==> config.mk <==
export PLATFORM = sky130hd
export DESIGN_NAME = sw_job_dispatcher_flat
export DESIGN_NICKNAME = d
export VERILOG_FILES = /design/src/rtl/sw_job_dispatcher_if.sv /design/src/rtl/sw_job_dispatcher.sv /design/src/flat_wrapper.sv
export SDC_FILE = /design/constraint.sdc
export NUM_CORES = 1
export LEC_CHECK = 0
export CAP_MARGIN = 20
export CORE_UTILIZATION = 30
export DETAILED_ROUTE_END_ITERATION = 8
export SYNTH_ARGS = -nofsm -noshare
export SYNTH_HDL_FRONTEND = slang
export SYNTH_SLANG_ARGS = --single-unit
export TNS_END_PERCENT = 5
==> constraint.sdc <==
create_clock -name clk -period 3.2 [get_ports clk]
set_input_delay 0.48 -clock clk [delete_from_list [all_inputs] [get_ports clk]]
set_output_delay 0.48 -clock clk [all_outputs]
set_load 0.005 [all_outputs]
==> src/rtl/sw_job_dispatcher_if.sv <==
// sw_job_dispatcher_if: bundles the job word stream, the SW_core issue/result
// handshakes and the result stream of sw_job_dispatcher.
//   master : dispatcher view (drives s_ready, core_* requests, core_res_ready, m_*)
//   slave  : environment view (word source, SW_core, result sink)
interface sw_job_dispatcher_if #(
    parameter int unsigned REF_MAX_LENGTH       = 128,
    parameter int unsigned READ_MAX_LENGTH      = 128,
    parameter int unsigned DP_SW_SCORE_BITWIDTH = 16
);
    localparam int unsigned RL   = $clog2(REF_MAX_LENGTH) + 1;
    localparam int unsigned QL   = $clog2(READ_MAX_LENGTH) + 1;
    localparam int unsigned RowW = $clog2(READ_MAX_LENGTH);
    localparam int unsigned ColW = $clog2(REF_MAX_LENGTH);

    logic                                   s_valid;
    logic                                   s_ready;
    logic [31:0]                            s_data;

    logic                                   core_ready;
    logic                                   core_valid;
    logic [2*REF_MAX_LENGTH-1:0]            core_seq_ref;
    logic [2*READ_MAX_LENGTH-1:0]           core_seq_read;
    logic [RL-1:0]                          core_ref_len;
    logic [QL-1:0]                          core_read_len;

    logic                                   core_res_valid;
    logic                                   core_res_ready;
    logic signed [DP_SW_SCORE_BITWIDTH-1:0] core_score;
    logic [RowW-1:0]                        core_row;
    logic [ColW-1:0]                        core_col;

    logic                                   m_valid;
    logic                                   m_ready;
    logic signed [DP_SW_SCORE_BITWIDTH-1:0] m_score;
    logic [RowW-1:0]                        m_row;
    logic [ColW-1:0]                        m_col;
    logic [1:0]                             m_err;
    logic [7:0]                             m_job_id;

    modport master (
        input  s_valid, s_data,
        output s_ready,
        input  core_ready,
        output core_valid, core_seq_ref, core_seq_read, core_ref_len, core_read_len,
        input  core_res_valid, core_score, core_row, core_col,
        output core_res_ready,
        input  m_ready,
        output m_valid, m_score, m_row, m_col, m_err, m_job_id
    );

    modport slave (
        output s_valid, s_data,
        input  s_ready,
        output core_ready,
        input  core_valid, core_seq_ref, core_seq_read, core_ref_len, core_read_len,
        output core_res_valid, core_score, core_row, core_col,
        input  core_res_ready,
        output m_ready,
        input  m_valid, m_score, m_row, m_col, m_err, m_job_id
    );
endinterface

==> src/rtl/sw_job_dispatcher.sv <==
// sw_job_dispatcher: takes Smith-Waterman jobs as a 32-bit word stream (one
// header word, then RW reference words and DW read words, 2-bit bases packed
// MSB-first), issues each job to SW_core, and returns score/row/col tagged with
// a wrapping 8-bit job ID and an error code (0 ok, 1 bad length, 2 timeout).
// Ports:
//   clk, rst_n : clock, asynchronous active-low reset
//   bus        : sw_job_dispatcher_if.master (word input, core issue, core
//                result, result output)
// All outputs are registered; one job in flight, no buffering.
module sw_job_dispatcher #(
    parameter int unsigned REF_MAX_LENGTH       = 128,
    parameter int unsigned READ_MAX_LENGTH      = 128,
    parameter int unsigned DP_SW_SCORE_BITWIDTH = 16,
    parameter int unsigned TIMEOUT_CYCLES       = 65536
) (
    input logic                 clk,
    input logic                 rst_n,
    sw_job_dispatcher_if.master bus
);
    localparam int unsigned RW   = 2 * REF_MAX_LENGTH / 32;
    localparam int unsigned DW   = 2 * READ_MAX_LENGTH / 32;
    localparam int unsigned RL   = $clog2(REF_MAX_LENGTH) + 1;
    localparam int unsigned QL   = $clog2(READ_MAX_LENGTH) + 1;
    localparam int unsigned RowW = $clog2(READ_MAX_LENGTH);
    localparam int unsigned ColW = $clog2(REF_MAX_LENGTH);
    localparam int unsigned CntW = $clog2((RW > DW) ? RW : DW) + 1;
    localparam int unsigned TmoW = $clog2(TIMEOUT_CYCLES + 1);

    localparam logic [1:0] ErrOk      = 2'd0;
    localparam logic [1:0] ErrLen     = 2'd1;
    localparam logic [1:0] ErrTimeout = 2'd2;

    typedef enum logic [2:0] {
        StHdr, StLoadRef, StLoadRead, StIssue, StWaitRes, StOut
    } state_e;

    state_e                                 state_q;
    logic                                   s_ready_q;
    logic                                   core_valid_q;
    logic                                   core_res_ready_q;
    logic [2*REF_MAX_LENGTH-1:0]            ref_q;
    logic [2*READ_MAX_LENGTH-1:0]           read_q;
    logic [RL-1:0]                          ref_len_q;
    logic [QL-1:0]                          read_len_q;
    logic                                   bad_q;
    logic [CntW-1:0]                        word_cnt_q;
    logic [TmoW-1:0]                        tmo_cnt_q;
    logic                                   m_valid_q;
    logic signed [DP_SW_SCORE_BITWIDTH-1:0] m_score_q;
    logic [RowW-1:0]                        m_row_q;
    logic [ColW-1:0]                        m_col_q;
    logic [1:0]                             m_err_q;
    logic [7:0]                             m_job_id_q;

    // Header fields are truncated to the length widths before the range check.
    logic          accept;
    logic [RL-1:0] hdr_ref_len;
    logic [QL-1:0] hdr_read_len;
    logic          hdr_bad;

    assign accept       = bus.s_valid && s_ready_q;
    assign hdr_ref_len  = bus.s_data[16 +: RL];
    assign hdr_read_len = bus.s_data[0 +: QL];
    assign hdr_bad      = (hdr_ref_len == '0) || (hdr_ref_len > RL'(REF_MAX_LENGTH)) ||
                          (hdr_read_len == '0) || (hdr_read_len > QL'(READ_MAX_LENGTH));

    always_ff @(posedge clk or negedge rst_n) begin
        if (!rst_n) begin
            state_q          <= StHdr;
            s_ready_q        <= 1'b0;
            core_valid_q     <= 1'b0;
            core_res_ready_q <= 1'b0;
            ref_q            <= '0;
            read_q           <= '0;
            ref_len_q        <= '0;
            read_len_q       <= '0;
            bad_q            <= 1'b0;
            word_cnt_q       <= '0;
            tmo_cnt_q        <= '0;
            m_valid_q        <= 1'b0;
            m_score_q        <= '0;
            m_row_q          <= '0;
            m_col_q          <= '0;
            m_err_q          <= ErrOk;
            m_job_id_q       <= '0;
        end else begin
            case (state_q)
                StHdr: begin
                    // Also raises s_ready on the first edge after reset release.
                    s_ready_q <= 1'b1;
                    if (accept) begin
                        ref_len_q  <= hdr_ref_len;
                        read_len_q <= hdr_read_len;
                        bad_q      <= hdr_bad;
                        word_cnt_q <= '0;
                        state_q    <= StLoadRef;
                    end
                end
                StLoadRef: begin
                    if (accept) begin
                        // Word k lands at the k-th 32-bit slot from the top.
                        for (int k = 0; k < RW; k++) begin
                            if (word_cnt_q == CntW'(k)) ref_q[(RW-1-k)*32 +: 32] <= bus.s_data;
                        end
                        if (word_cnt_q == CntW'(RW - 1)) begin
                            word_cnt_q <= '0;
                            state_q    <= StLoadRead;
                        end else begin
                            word_cnt_q <= word_cnt_q + 1'b1;
                        end
                    end
                end
                StLoadRead: begin
                    if (accept) begin
                        for (int k = 0; k < DW; k++) begin
                            if (word_cnt_q == CntW'(k)) read_q[(DW-1-k)*32 +: 32] <= bus.s_data;
                        end
                        if (word_cnt_q == CntW'(DW - 1)) begin
                            word_cnt_q <= '0;
                            s_ready_q  <= 1'b0;
                            if (bad_q) begin
                                m_valid_q <= 1'b1;
                                m_err_q   <= ErrLen;
                                m_score_q <= '0;
                                m_row_q   <= '0;
                                m_col_q   <= '0;
                                state_q   <= StOut;
                            end else begin
                                state_q <= StIssue;
                            end
                        end else begin
                            word_cnt_q <= word_cnt_q + 1'b1;
                        end
                    end
                end
                StIssue: begin
                    // One-cycle pulse; leaving on the edge that drops it.
                    if (core_valid_q) begin
                        core_valid_q     <= 1'b0;
                        core_res_ready_q <= 1'b1;
                        tmo_cnt_q        <= '0;
                        state_q          <= StWaitRes;
                    end else if (bus.core_ready) begin
                        core_valid_q <= 1'b1;
                    end
                end
                StWaitRes: begin
                    if (bus.core_res_valid) begin
                        core_res_ready_q <= 1'b0;
                        m_valid_q        <= 1'b1;
                        m_err_q          <= ErrOk;
                        m_score_q        <= bus.core_score;
                        m_row_q          <= bus.core_row;
                        m_col_q          <= bus.core_col;
                        state_q          <= StOut;
                    end else if (tmo_cnt_q == TmoW'(TIMEOUT_CYCLES - 1)) begin
                        core_res_ready_q <= 1'b0;
                        m_valid_q        <= 1'b1;
                        m_err_q          <= ErrTimeout;
                        m_score_q        <= '0;
                        m_row_q          <= '0;
                        m_col_q          <= '0;
                        state_q          <= StOut;
                    end else begin
                        tmo_cnt_q <= tmo_cnt_q + 1'b1;
                    end
                end
                StOut: begin
                    if (bus.m_ready) begin
                        m_valid_q  <= 1'b0;
                        m_job_id_q <= m_job_id_q + 8'd1;
                        s_ready_q  <= 1'b1;
                        state_q    <= StHdr;
                    end
                end
                default: state_q <= StHdr;
            endcase
        end
    end

    assign bus.s_ready        = s_ready_q;
    assign bus.core_valid     = core_valid_q;
    assign bus.core_seq_ref   = ref_q;
    assign bus.core_seq_read  = read_q;
    assign bus.core_ref_len   = ref_len_q;
    assign bus.core_read_len  = read_len_q;
    assign bus.core_res_ready = core_res_ready_q;
    assign bus.m_valid        = m_valid_q;
    assign bus.m_score        = m_score_q;
    assign bus.m_row          = m_row_q;
    assign bus.m_col          = m_col_q;
    assign bus.m_err          = m_err_q;
    assign bus.m_job_id       = m_job_id_q;
endmodule

==> src/flat_wrapper.sv <==
// flat-port wrapper written by rule: the top's interface ports become plain ports
module sw_job_dispatcher_flat 
#(
    parameter int unsigned REF_MAX_LENGTH       = 128,
    parameter int unsigned READ_MAX_LENGTH      = 128,
    parameter int unsigned DP_SW_SCORE_BITWIDTH = 16,
    parameter int unsigned TIMEOUT_CYCLES       = 65536
)
  (clk, rst_n, bus_s_valid, bus_s_data, bus_s_ready, bus_core_ready, bus_core_valid, bus_core_seq_ref, bus_core_seq_read, bus_core_ref_len, bus_core_read_len, bus_core_res_valid, bus_core_score, bus_core_row, bus_core_col, bus_core_res_ready, bus_m_ready, bus_m_valid, bus_m_score, bus_m_row, bus_m_col, bus_m_err, bus_m_job_id);
  sw_job_dispatcher_if #(.REF_MAX_LENGTH(REF_MAX_LENGTH), .READ_MAX_LENGTH(READ_MAX_LENGTH), .DP_SW_SCORE_BITWIDTH(DP_SW_SCORE_BITWIDTH)) bus_i ();
  input logic clk;
  input logic rst_n;
  input wire logic [$bits(bus_i.s_valid)-1:0] bus_s_valid;
  input wire logic [$bits(bus_i.s_data)-1:0] bus_s_data;
  output wire logic [$bits(bus_i.s_ready)-1:0] bus_s_ready;
  input wire logic [$bits(bus_i.core_ready)-1:0] bus_core_ready;
  output wire logic [$bits(bus_i.core_valid)-1:0] bus_core_valid;
  output wire logic [$bits(bus_i.core_seq_ref)-1:0] bus_core_seq_ref;
  output wire logic [$bits(bus_i.core_seq_read)-1:0] bus_core_seq_read;
  output wire logic [$bits(bus_i.core_ref_len)-1:0] bus_core_ref_len;
  output wire logic [$bits(bus_i.core_read_len)-1:0] bus_core_read_len;
  input wire logic [$bits(bus_i.core_res_valid)-1:0] bus_core_res_valid;
  input wire logic [$bits(bus_i.core_score)-1:0] bus_core_score;
  input wire logic [$bits(bus_i.core_row)-1:0] bus_core_row;
  input wire logic [$bits(bus_i.core_col)-1:0] bus_core_col;
  output wire logic [$bits(bus_i.core_res_ready)-1:0] bus_core_res_ready;
  input wire logic [$bits(bus_i.m_ready)-1:0] bus_m_ready;
  output wire logic [$bits(bus_i.m_valid)-1:0] bus_m_valid;
  output wire logic [$bits(bus_i.m_score)-1:0] bus_m_score;
  output wire logic [$bits(bus_i.m_row)-1:0] bus_m_row;
  output wire logic [$bits(bus_i.m_col)-1:0] bus_m_col;
  output wire logic [$bits(bus_i.m_err)-1:0] bus_m_err;
  output wire logic [$bits(bus_i.m_job_id)-1:0] bus_m_job_id;
  assign bus_i.s_valid = bus_s_valid;
  assign bus_i.s_data = bus_s_data;
  assign bus_s_ready = bus_i.s_ready;
  assign bus_i.core_ready = bus_core_ready;
  assign bus_core_valid = bus_i.core_valid;
  assign bus_core_seq_ref = bus_i.core_seq_ref;
  assign bus_core_seq_read = bus_i.core_seq_read;
  assign bus_core_ref_len = bus_i.core_ref_len;
  assign bus_core_read_len = bus_i.core_read_len;
  assign bus_i.core_res_valid = bus_core_res_valid;
  assign bus_i.core_score = bus_core_score;
  assign bus_i.core_row = bus_core_row;
  assign bus_i.core_col = bus_core_col;
  assign bus_core_res_ready = bus_i.core_res_ready;
  assign bus_i.m_ready = bus_m_ready;
  assign bus_m_valid = bus_i.m_valid;
  assign bus_m_score = bus_i.m_score;
  assign bus_m_row = bus_i.m_row;
  assign bus_m_col = bus_i.m_col;
  assign bus_m_err = bus_i.m_err;
  assign bus_m_job_id = bus_i.m_job_id;
  sw_job_dispatcher #(.REF_MAX_LENGTH(REF_MAX_LENGTH), .READ_MAX_LENGTH(READ_MAX_LENGTH), .DP_SW_SCORE_BITWIDTH(DP_SW_SCORE_BITWIDTH), .TIMEOUT_CYCLES(TIMEOUT_CYCLES)) u_core (.clk(clk), .rst_n(rst_n), .bus(bus_i));
endmodule
==> results.tsv <==
stage	metric	value	unit
run_status	status	complete, no violations	
grt	grt ovf	0	
sta	final hold viol count	0	
sta	RSZ-0062 raised after global routing	no	
sta	Max Clk Rate	350	MHz
detailed_routing	Final ANT Viol Nets	0	
hold_path	worst min path class	in -> reg	
sta	worst slew pin tran	1.06	ns
floorplanning	Core Box Area	0.0749	mm^2
floorplanning	Initial Utilization	0.305	
cts	Root Driver	clkbuf_16	
pwr	Clock power frac	0.341	
final_layout	Layout Nets	2252	
pwr	VDD IR max	452	uV
worst_setup_path	Critical Path AT	3.39	ns
sta	setup violators final	0	
logic_synthesis	top cells by area, synth	dfrtp_1, mux2_2, nand2_1	
cts	post-CTS sizing	0	
grt	global routing usage on met1	0.236	
floorplanning	die width	278	um
pwr	Int Pwr	17.2	mW
worst_setup_path	crit start category	register	
final_layout	ant diodes	0	
detailed_routing	TritonRoute pass-1 iters	5	
floorplanning	die extent in y	278	um
run	max cap viols	0	
detailed_routing	DRT iter0 DRCs	522	
floorplanning	Die ar.	0.0773	mm^2
placed_design	Cell Area, Placed	0.0308	mm^2
grt	met3 usage	0.0578	
logic_synthesis	Syn Inst Count	1504	
grt	Global Route met2 Usage	0.347	
floorplanning	I/O Pins	640	
sta	setup ws final	0.339	ns
cts	clock tree buffer depth	3	
sta	relative slew slack	0.288	
logic_synthesis	area leader, netlist	dfrtp_1	
grt	vias in the first global route	16613	
cts	CTS clk-pin slew, worst paths	0.06	ns
sta	setup TNS	0	ns
grt	GRT Total Usage	0.199	
pwr	switching share of power	0.267	
final_layout	share of cells above drive strength 1	0.324	
logic_synthesis	Post-synth EDFFs	0	
cts	setup bufs post-CTS	0	
pwr	Sw Pwr	6.28	mW
detailed_routing	drt via density	4.77	
logic_synthesis	post-synthesis instance area	0.0229	mm^2
sta	final worst path period need	2.86	ns
floorplanning	row cnt	100	
worst_setup_path	CP Class	reg -> reg	
worst_setup_path	CP max FO	7	
detailed_routing	# DRC	0	
logic_synthesis	synth unique cells	51	
logic_synthesis	Async SR Flop Fraction	1.00	
placed_design	I/O Buffers	639	
final_layout	Final Util	0.442	
logic_synthesis	syn_nets	1579	
detailed_routing	WL/cell	24.2	um
placed_design	DP Worst Slack	0.366	ns
cts	clock sink count	597	
logic_synthesis	Seq/Total Area, Yosys	0.654	
final_layout	Finished Cell Area	0.0331	mm^2
cts	CTS tree	done	
logic_synthesis	Synth top area share	0.654	
cts	H-tree Lvls	3	
worst_setup_path	WP data required	3.73	ns
placed_design	placer congestion estimate	0.823	
sta	skew final	0.0212	ns
final_layout	FILL cells	6727	
detailed_routing	routed wire length	77.3	mm
logic_synthesis	YS warnings	0	
grt	first-pass GRT wire length	114	mm
worst_setup_path	crit end category	register	
logic_synthesis	synthesized area per cell	15.2	um^2
pwr	Lkg Pwr	15.6	nW
pwr	pwr dens	710	mW/mm^2
placed_design	hpwl dp	53.5	mm
grt	pin count of the biggest net entering global routing	81	
grt	initial antenna violation count	1	
logic_synthesis	top_reg_cell synth	dfrtp_1	
grt	GR peak layer	met2	
cts	Clock Latency Late Sink	0.61	ns
pwr	Flop pwr share	0.420	
logic_synthesis	Yosys reg bits	597	
sta	max-slew violations	0	
pwr	Comb pwr share	0.239	
detailed_routing	via count	15233	
final_layout	Syn-to-layout area delta	45.0	%
sta	period utilization	0.894	
cts	TritonCTS buffer count	69	
[cell usage in the layout (no fill, tap or decap), types with 8 or more instances in the layout]
master / netlist / final
nand2_1: 78 / 73
nand3_2: 0 / 10
nand3_1: 18 / 8
clkdlybuf4s50_1: 0 / 637
xnor2_1: 9 / 9
or4_1: 8 / 8
clkbuf_1: 69 / 12
buf_4: 0 / 60
clkbuf_8: 0 / 15
clkbuf_16: 0 / 69
a22o_1: 30 / 30
inv_1: 9 / 9
mux2_2: 513 / 513
a21oi_1: 16 / 16
o21ai_0: 16 / 16
dfrtp_1: 597 / 597
clkinv_2: 0 / 11
nor2_1: 18 / 17
buf_12: 0 / 12
[power by group through the flow]
stage                     logic, mW  clock network (mW)  registers, mW
after floorplan                1.65                   0           9.96
after global placement         5.63                   0           9.92
after detailed placement       5.69                   0           9.98
after CTS                      5.72                8.25           9.88
after global routing           6.02                8.55           10.1
final                          5.61                8.01           9.88
[area by class of cell]
class / instances / area, um^2 / area share
clock buffers: 96 / 1980 / 0.0597
clock inverters: 24 / 340 / 0.0103
inverters: 9 / 33.8 / 0.00102
multi-input cells: 788 / 7530 / 0.227
flip-flops and latches: 597 / 14900 / 0.451
well taps: 969 / 1210 / 0.0366
repair buffers: 712 / 7100 / 0.214
[worst max-delay path, cell delays in order (launching register included)]
cell     delay, ns
dfrtp_1       0.41
ha_1          0.26
nand2_1       0.19
nor2_1        0.07
nand2_1       0.07
nor3_1        0.04
ha_1          0.24
or2_2         0.36
or4_4         0.53
or4_1         0.44
a21oi_1       0.17
[cells by family after synthesis]
group           share of synthesized area
compound gates                     0.0265
buf+inv                            0.0205
xor+xnor                          0.00460
mux                                 0.253
flops                               0.654
fa+ha+maj                         0.00427
simple gates                       0.0372
[repair_timing]
item,4_1_cts,5_1_grt
hold endpoints to repair,67,0
setup endpoints to repair,0,0
hold buffers,1,0
[through the flow]
stage,hold slack [ns],power [mW],cells
after detailed placement,0.465,15.7,3074
after CTS,0.439,23.9,3195
after global placement,0.456,15.5,3074
after floorplan,0.184,11.6,1504
after global routing,0.458,24.6,3195
final,0.469,23.5,3195
[worst paths after layout]
kind	startpoint	end	slack (ns)	cells after the start
worst max-delay path	u_core.tmo_cnt_q[0]	u_core.tmo_cnt_q[14]	0.34	10
worst min-delay path	bus_s_data[0]	u_core.bus.core_seq_read[224]	0.47	2
worst max register to register	u_core.tmo_cnt_q[0]	u_core.tmo_cnt_q[14]	0.34	10
worst min register to register	u_core.bus.core_read_len[7]	u_core.bus.core_read_len[7]	0.48	2
max in group asynchronous	rst_n	u_core.bus.core_seq_ref[59]	1.63	3
min in group asynchronous	rst_n	u_core.bus.core_seq_read[5]	0.51	2
[routing by layer]
layer / vias to the layer above / routed length (um)
met3: 109 / 5160
met4: 2 / 2000
met1: 7974 / 31200
met5: - / 7
met2: 485 / 38900
li1: 6663 / -
[cells in the mapped netlist, types with 2 or more instances]
cell	n
nor2_1	18
o31ai_1	7
or4_4	2
nand2_1	78
nor4_1	7
o21ai_0	16
xor2_1	3
mux2_2	513
a221oi_1	2
nor3_1	6
or2_2	3
and3b_1	2
clkbuf_1	69
a32o_1	2
nand3_1	18
buf_2	5
a31oi_1	3
and4b_1	2
o21bai_1	2
or4_1	8
and4_1	2
buf_6	2
ha_1	7
a22o_1	30
nand4_1	5
dfrtp_1	597
nand2b_1	5
a21oi_1	16
xnor2_1	9
buf_1	34
or3_1	3
inv_1	9
[flip-flops by register name, summed over array words and instances, names as in the netlist, 2 cells and up]
signal,cells
u_core.bus.core_read_len,8
u_core.bus.core_ref_len,8
u_core.bus.core_seq_read,256
u_core.bus.core_seq_ref,256
u_core.bus.m_col,7
u_core.bus.m_err,2
u_core.bus.m_job_id,8
u_core.bus.m_row,7
u_core.bus.m_score,16
u_core.state_q,3
u_core.tmo_cnt_q,17
u_core.word_cnt_q,4
Note: power is estimated with default switching activity, not from simulation.
